[config.mk]
export PLATFORM = sky130hd
export DESIGN_NAME = rom_sequencer
export DESIGN_NICKNAME = d
export VERILOG_FILES = /design/src/rtl/ctrl_pkg.sv /design/src/rtl/rom_sequencer.sv
export SDC_FILE = /design/constraint.sdc
export NUM_CORES = 1
export LEC_CHECK = 0
export ABC_AREA = 1
export ABC_CLOCK_PERIOD_IN_PS = 1300
export BUFFER_PORTS_ARGS = -buffer_cell sky130_fd_sc_hd__buf_4
export CAP_MARGIN = 20
export CORE_AREA = 5 5 42 44
export DETAILED_ROUTE_END_ITERATION = 8
export DIE_AREA = 0 0 47 49
export HOLD_SLACK_MARGIN = 0.05
export PLACE_DENSITY = 0.68
export SETUP_SLACK_MARGIN = 0.15
export SLEW_MARGIN = 20
export SYNTH_ARGS = -nofsm -noshare
export SYNTH_HDL_FRONTEND = slang
export SYNTH_SLANG_ARGS = --single-unit
export TNS_END_PERCENT = 20
[constraint.sdc]
create_clock -name clk -period 1.3 [get_ports clk]
set_clock_uncertainty 0.05 [all_clocks]
set_input_delay 0.065 -clock clk [delete_from_list [all_inputs] [get_ports clk]]
set_output_delay 0.065 -clock clk [all_outputs]
set_load 0.05 [all_outputs]
[src/rtl/ctrl_pkg.sv]
// Shared control-word definitions for the ALU/accumulator datapath and the
// state encoding of the ROM sequencer.
`default_nettype none

package ctrl_pkg;

  localparam logic [1:0] OP_AND = 2'b00;
  localparam logic [1:0] OP_OR  = 2'b01;
  localparam logic [1:0] OP_XOR = 2'b10;
  localparam logic [1:0] OP_ADD = 2'b11;

  localparam int ALU_SEL_HI = 3;
  localparam int ALU_SEL_LO = 2;
  localparam int MUX_SEL    = 1;
  localparam int LOAD       = 0;

  typedef enum logic [1:0] {
    ST_IDLE = 2'd0,
    ST_RUN  = 2'd1,
    ST_TAIL = 2'd2
  } seq_state_e;

endpackage : ctrl_pkg

`default_nettype wire

[src/rtl/rom_sequencer.sv]
// ---------------------------------------------------------------------------
// rom_sequencer : walks the control ROM from address 0 to LAST_ADDR per start
//                 request and registers each control word onto the datapath.
// Revision      : 1.0
// ---------------------------------------------------------------------------
`default_nettype none

module rom_sequencer #(
  parameter int ADDR_W    = 3,
  parameter int LAST_ADDR = 6
) (
  input  logic              clk,
  input  logic              rst,
  input  logic              start,
  input  logic              hold,
  input  logic [3:0]        rom_data,
  output logic [ADDR_W-1:0] rom_addr,
  output logic [1:0]        alu_sel,
  output logic              mux_sel,
  output logic              load,
  output logic              busy,
  output logic              done
);

  import ctrl_pkg::*;

  localparam logic [ADDR_W-1:0] LAST = ADDR_W'(LAST_ADDR);

  generate
    if (LAST_ADDR > (2 ** ADDR_W) - 1 || LAST_ADDR < 0) begin : g_last_addr_check
      $error("rom_sequencer: LAST_ADDR does not fit in ADDR_W bits");
    end
  endgenerate

  seq_state_e        state_q,    state_d;
  logic [ADDR_W-1:0] rom_addr_q, rom_addr_d;
  logic [1:0]        alu_sel_q,  alu_sel_d;
  logic              mux_sel_q,  mux_sel_d;
  logic              load_q,     load_d;
  logic              busy_q,     busy_d;
  logic              done_q,     done_d;

  always_comb begin
    state_d    = state_q;
    rom_addr_d = rom_addr_q;
    alu_sel_d  = alu_sel_q;
    mux_sel_d  = mux_sel_q;
    load_d     = load_q;

    case (state_q)
      ST_IDLE: begin
        rom_addr_d = '0;
        load_d     = 1'b0;
        if (start) begin
          state_d = ST_RUN;
        end
      end

      ST_RUN: begin
        if (hold) begin
          // Bubble: address frozen so the same word is re-fetched later.
          load_d = 1'b0;
        end else begin
          alu_sel_d = rom_data[ALU_SEL_HI:ALU_SEL_LO];
          mux_sel_d = rom_data[MUX_SEL];
          load_d    = rom_data[LOAD];
          if (rom_addr_q == LAST) begin
            state_d    = ST_TAIL;
            rom_addr_d = '0;
          end else begin
            rom_addr_d = rom_addr_q + 1'b1;
          end
        end
      end

      ST_TAIL: begin
        state_d = ST_IDLE;
        load_d  = 1'b0;
      end

      default: begin
        state_d    = ST_IDLE;
        rom_addr_d = '0;
        load_d     = 1'b0;
      end
    endcase

    // Status flags follow the next state so they line up with the outputs.
    busy_d = (state_d != ST_IDLE);
    done_d = (state_d == ST_TAIL);
  end

  always_ff @(posedge clk) begin
    if (rst) begin
      state_q    <= ST_IDLE;
      rom_addr_q <= '0;
      alu_sel_q  <= 2'b00;
      mux_sel_q  <= 1'b0;
      load_q     <= 1'b0;
      busy_q     <= 1'b0;
      done_q     <= 1'b0;
    end else begin
      state_q    <= state_d;
      rom_addr_q <= rom_addr_d;
      alu_sel_q  <= alu_sel_d;
      mux_sel_q  <= mux_sel_d;
      load_q     <= load_d;
      busy_q     <= busy_d;
      done_q     <= done_d;
    end
  end

  assign rom_addr = rom_addr_q;
  assign alu_sel  = alu_sel_q;
  assign mux_sel  = mux_sel_q;
  assign load     = load_q;
  assign busy     = busy_q;
  assign done     = done_q;

endmodule : rom_sequencer

`default_nettype wire

==> impl_metrics.prom <==
# TYPE chip_impl_metric gauge
chip_impl_metric{name="grt_max_degree",unit=""} 9
chip_impl_info{name="outcome",value="completed"} 1
chip_impl_metric{name="cts.repair.resized",unit=""} 0
chip_impl_info{name="timing.critical_path.cells",value="inv_1 > nand2_2 > nor2_4 > inv_1 > nor2_1 > nor2_1"} 1
chip_impl_metric{name="yosys_warnings",unit=""} 0
chip_impl_metric{name="biggest_fanout_along_the_worst_timing_path",unit=""} 8
chip_impl_metric{name="num_antenna_cells",unit=""} 0
chip_impl_metric{name="power.switching_fraction",unit=""} 0.285
chip_impl_info{name="layout_common_cells",value="sky130_fd_sc_hd__buf_4 (16), sky130_fd_sc_hd__nand2_1 (13), sky130_fd_sc_hd__inv_1 (12)"} 1
chip_impl_info{name="start_kind",value="flop"} 1
chip_impl_metric{name="wirelength",unit="µm"} 998
chip_impl_metric{name="drt.antenna.violating_nets",unit=""} 0
chip_impl_metric{name="synthCells",unit=""} 61
chip_impl_metric{name="pre_cts_slack",unit="ns"} 0.264
chip_impl_metric{name="placement_rows",unit=""} 14
chip_impl_metric{name="wire_length_of_the_first_global_routing_pass",unit="µm"} 1710
chip_impl_metric{name="design.portCount",unit=""} 17
chip_impl_metric{name="htree_num_levels",unit=""} 1
chip_impl_metric{name="detail_route.first_pass.iterations",unit=""} 4
chip_impl_metric{name="clockPowerShare",unit=""} 0.302
chip_impl_metric{name="synth_xor_xnor_area_share",unit=""} 0
chip_impl_metric{name="finalInstanceArea",unit="µm²"} 659
chip_impl_info{name="main_combinational_cell_family_by_area_after_synthesis",value="simple AND/OR/NAND/NOR gates"} 1
chip_impl_metric{name="wl_per_cell",unit="µm"} 9.78
chip_impl_metric{name="power.share.sequential",unit=""} 0.491
chip_impl_metric{name="clock_latency_reported_for_the_late_side_of_the_worst_skew_pair",unit="ns"} 0.26
chip_impl_metric{name="slew_headroom",unit=""} 0.872
chip_impl_metric{name="postPlaceCellArea",unit="µm²"} 583
chip_impl_metric{name="arrival",unit="ns"} 1.15
chip_impl_metric{name="fin_util",unit=""} 0.471
chip_impl_info{name="tritoncts",value="built"} 1
chip_impl_metric{name="global_route.overflow_total",unit=""} 0
chip_impl_metric{name="slew_worst_pin",unit="ns"} 0.191
chip_impl_metric{name="clkSlewWorstSetupHoldPaths",unit="ns"} 0.07
chip_impl_metric{name="synthesis.area",unit="µm²"} 439
chip_impl_metric{name="fillerInstances",unit=""} 147
chip_impl_info{name="rsz0062_at_grt",value="false"} 1
chip_impl_metric{name="pwr-share-comb",unit=""} 0.208
chip_impl_info{name="root_buffer",value="sky130_fd_sc_hd__clkbuf_4"} 1
chip_impl_metric{name="synth.net_count",unit=""} 69
chip_impl_metric{name="global_route_usage_sum",unit=""} 0.106
chip_impl_metric{name="number_of_different_library_cells_in_the_post_synthesis_netlist",unit=""} 11
chip_impl_metric{name="area_growth_syn_to_layout",unit="%"} 50.1
chip_impl_metric{name="first_global_vias",unit=""} 402
chip_impl_metric{name="post_synth.cell_area_avg",unit="µm²"} 7.20
chip_impl_metric{name="setup_viol_count_final",unit=""} 0
chip_impl_metric{name="simple_gate_portion_of_the_synthesized_area",unit=""} 0.339
chip_impl_metric{name="design.die.area",unit="µm²"} 2300
chip_impl_metric{name="synth-seq-cells",unit=""} 11
chip_impl_metric{name="post-cts-setup-buffers",unit=""} 0
chip_impl_info{name="synth.largest_area_cell",value="sky130_fd_sc_hd__dfxtp_1"} 1
chip_impl_metric{name="switching_power",unit="µW"} 212
chip_impl_metric{name="area_share_of_fa_ha_maj_cells_after_synthesis",unit=""} 0
chip_impl_metric{name="tns",unit="ns"} 0
chip_impl_info{name="synthTopCellsByArea",value="sky130_fd_sc_hd__dfxtp_1 (50%), sky130_fd_sc_hd__nand2_1 (11%), sky130_fd_sc_hd__inv_1 (10%), sky130_fd_sc_hd__nand3_1 (8.0%), sky130_fd_sc_hd__nor2_1 (7.7%)"} 1
chip_impl_metric{name="tritoncts.num_buffers",unit=""} 3
chip_impl_info{name="timing.setup.critical_path_class",value="reg2reg"} 1
chip_impl_metric{name="fin_crit_sh",unit=""} 0.796
chip_impl_metric{name="route.detailed.vias_per_inst",unit=""} 4.35
chip_impl_metric{name="p_int",unit="µW"} 533
chip_impl_metric{name="yosysSeqAreaShare",unit=""} 0.501
chip_impl_metric{name="drv_cap",unit=""} 0
chip_impl_metric{name="slew_violations",unit=""} 0
chip_impl_metric{name="dp.cells",unit=""} 93
chip_impl_metric{name="cp.required",unit="ns"} 1.41
chip_impl_metric{name="power_per_cell_area",unit="nW/µm²"} 1130
chip_impl_metric{name="clock_sink_count",unit=""} 11
chip_impl_metric{name="buffer_ports.inserted",unit=""} 16
chip_impl_metric{name="design.final.nets",unit=""} 95
chip_impl_info{name="min-delay-path-class",value="in2reg"} 1
chip_impl_metric{name="final_layout_size_suffix_gt1_frac",unit=""} 0.279
chip_impl_metric{name="max-clock-path-buffers",unit=""} 2
chip_impl_metric{name="route.detailed.drc",unit=""} 0
chip_impl_metric{name="post-dp-hpwl",unit="µm"} 703
chip_impl_metric{name="leakage",unit="nW"} 0.349
chip_impl_metric{name="synth_top_area_share",unit=""} 0.501
chip_impl_metric{name="final_hold_viol_count",unit=""} 0
chip_impl_metric{name="final_cells",unit=""} 102
chip_impl_metric{name="synth.mux.area_fraction",unit=""} 0
chip_impl_metric{name="fp.coreArea",unit="µm²"} 1400
chip_impl_metric{name="post_cts_hold_buffer_count",unit=""} 5
chip_impl_metric{name="detailroute.via_count",unit=""} 444
chip_impl_info{name="mostFrequentLayoutCell",value="sky130_fd_sc_hd__buf_4"} 1
chip_impl_info{name="critical-path-slowest-cell",value="sky130_fd_sc_hd__dfxtp_1"} 1
chip_impl_metric{name="dieHeight",unit="µm"} 49
chip_impl_metric{name="antenna_found_initial",unit=""} 0
chip_impl_metric{name="final.min_clock_period",unit="ns"} 1.04
chip_impl_metric{name="starting_density",unit=""} 0.313
chip_impl_metric{name="fp.dieW",unit="µm"} 47
chip_impl_metric{name="timing.final.ws_setup",unit="ns"} 0.265
chip_impl_metric{name="ff_latch_area",unit="µm²"} 224
chip_impl_metric{name="initialDrtViolationCount",unit=""} 4
chip_impl_metric{name="fmaxAchievable",unit="MHz"} 966
chip_impl_metric{name="multiInputGateArea",unit="µm²"} 174
chip_impl_metric{name="max-vdd-ir-drop",unit="µV"} 593
chip_impl_metric{name="synth-compound-area-share",unit=""} 0.0570
chip_impl_metric{name="gp_weighted_congestion",unit=""} 0.698
chip_impl_info{name="endpoint_kind",value="flop"} 1
chip_impl_metric{name="delay_of_the_slowest_critical_path_stage",unit="ns"} 0.32
-- cell usage after synthesis (all sizes together) --
cell / count
o21ai: 3
nand3b: 1
nand3: 7
and3: 1
inv: 12
a21oi: 2
dfxtp: 11
nand2: 14
nor2: 10
-- logic make-up after synthesis --
family / after synthesis
simple gates: 33
buf+inv: 12
flops: 11
compound gates: 5
-- through the flow --
stage | power (mW) | hold WS (ns)
2_1_floorplan | 0.467 | 0.0767
3_3_place_gp | 0.516 | 0.174
3_5_place_dp | 0.517 | 0.180
4_1_cts | 0.758 | 0.0507
5_1_grt | 0.794 | 0.0636
6_report | 0.746 | 0.0520
-- metal layers --
| layer | part of all wire | vias to the layer above | global-route usage |
|---|---|---|---|
| met1 | 0.40 | 190 | 0.116 |
| met4 | 0.028 | 0 | 0.0829 |
| met5 | 0 | - | 0 |
| met2 | 0.49 | 14 | 0.161 |
| li1 | - | 236 | - |
| met3 | 0.074 | 4 | 0.0332 |
-- worst max-delay path: cells and delay by family (launching register included) --
kind / cells / cell delay, ns
buf+inv: 2 / 0.19
flops: 1 / 0.32
simple gates: 4 / 0.37
-- area by class of cell --
class	count	share of cell area
repair buffers	21	0.258
multi-input cells	38	0.264
clock buffers	4	0.0398
flip-flops and latches	11	0.340
inverters	12	0.0683
well taps	16	0.0304
-- state kept, by name, indices dropped and copies added, names as in the netlist --
| signal | count |
|---|---|
| alu_sel | 2 |
| busy | 1 |
| done | 1 |
| load | 1 |
| mux_sel | 1 |
| rom_addr | 3 |
| state_q | 2 |
-- power groups by stage --
stage                     combinational (mW)  sequential (mW)  clock [mW]
after global placement                 0.143            0.374           0
after global routing                   0.172            0.368       0.254
final                                  0.155            0.366       0.225
after floorplan                       0.0456            0.421           0
after detailed placement               0.143            0.374           0
after CTS                              0.155            0.366       0.237
-- final timing paths --
kind,start,to,slack (ns),depth (start not counted)
min reg2reg,rom_addr[2],rom_addr[2],0.44,2
max reg2reg,state_q[1],alu_sel[1],0.26,6
min,hold,rom_addr[2],0.05,4
max,state_q[1],alu_sel[1],0.26,6
Note: power is estimated with default switching activity, not from simulation.
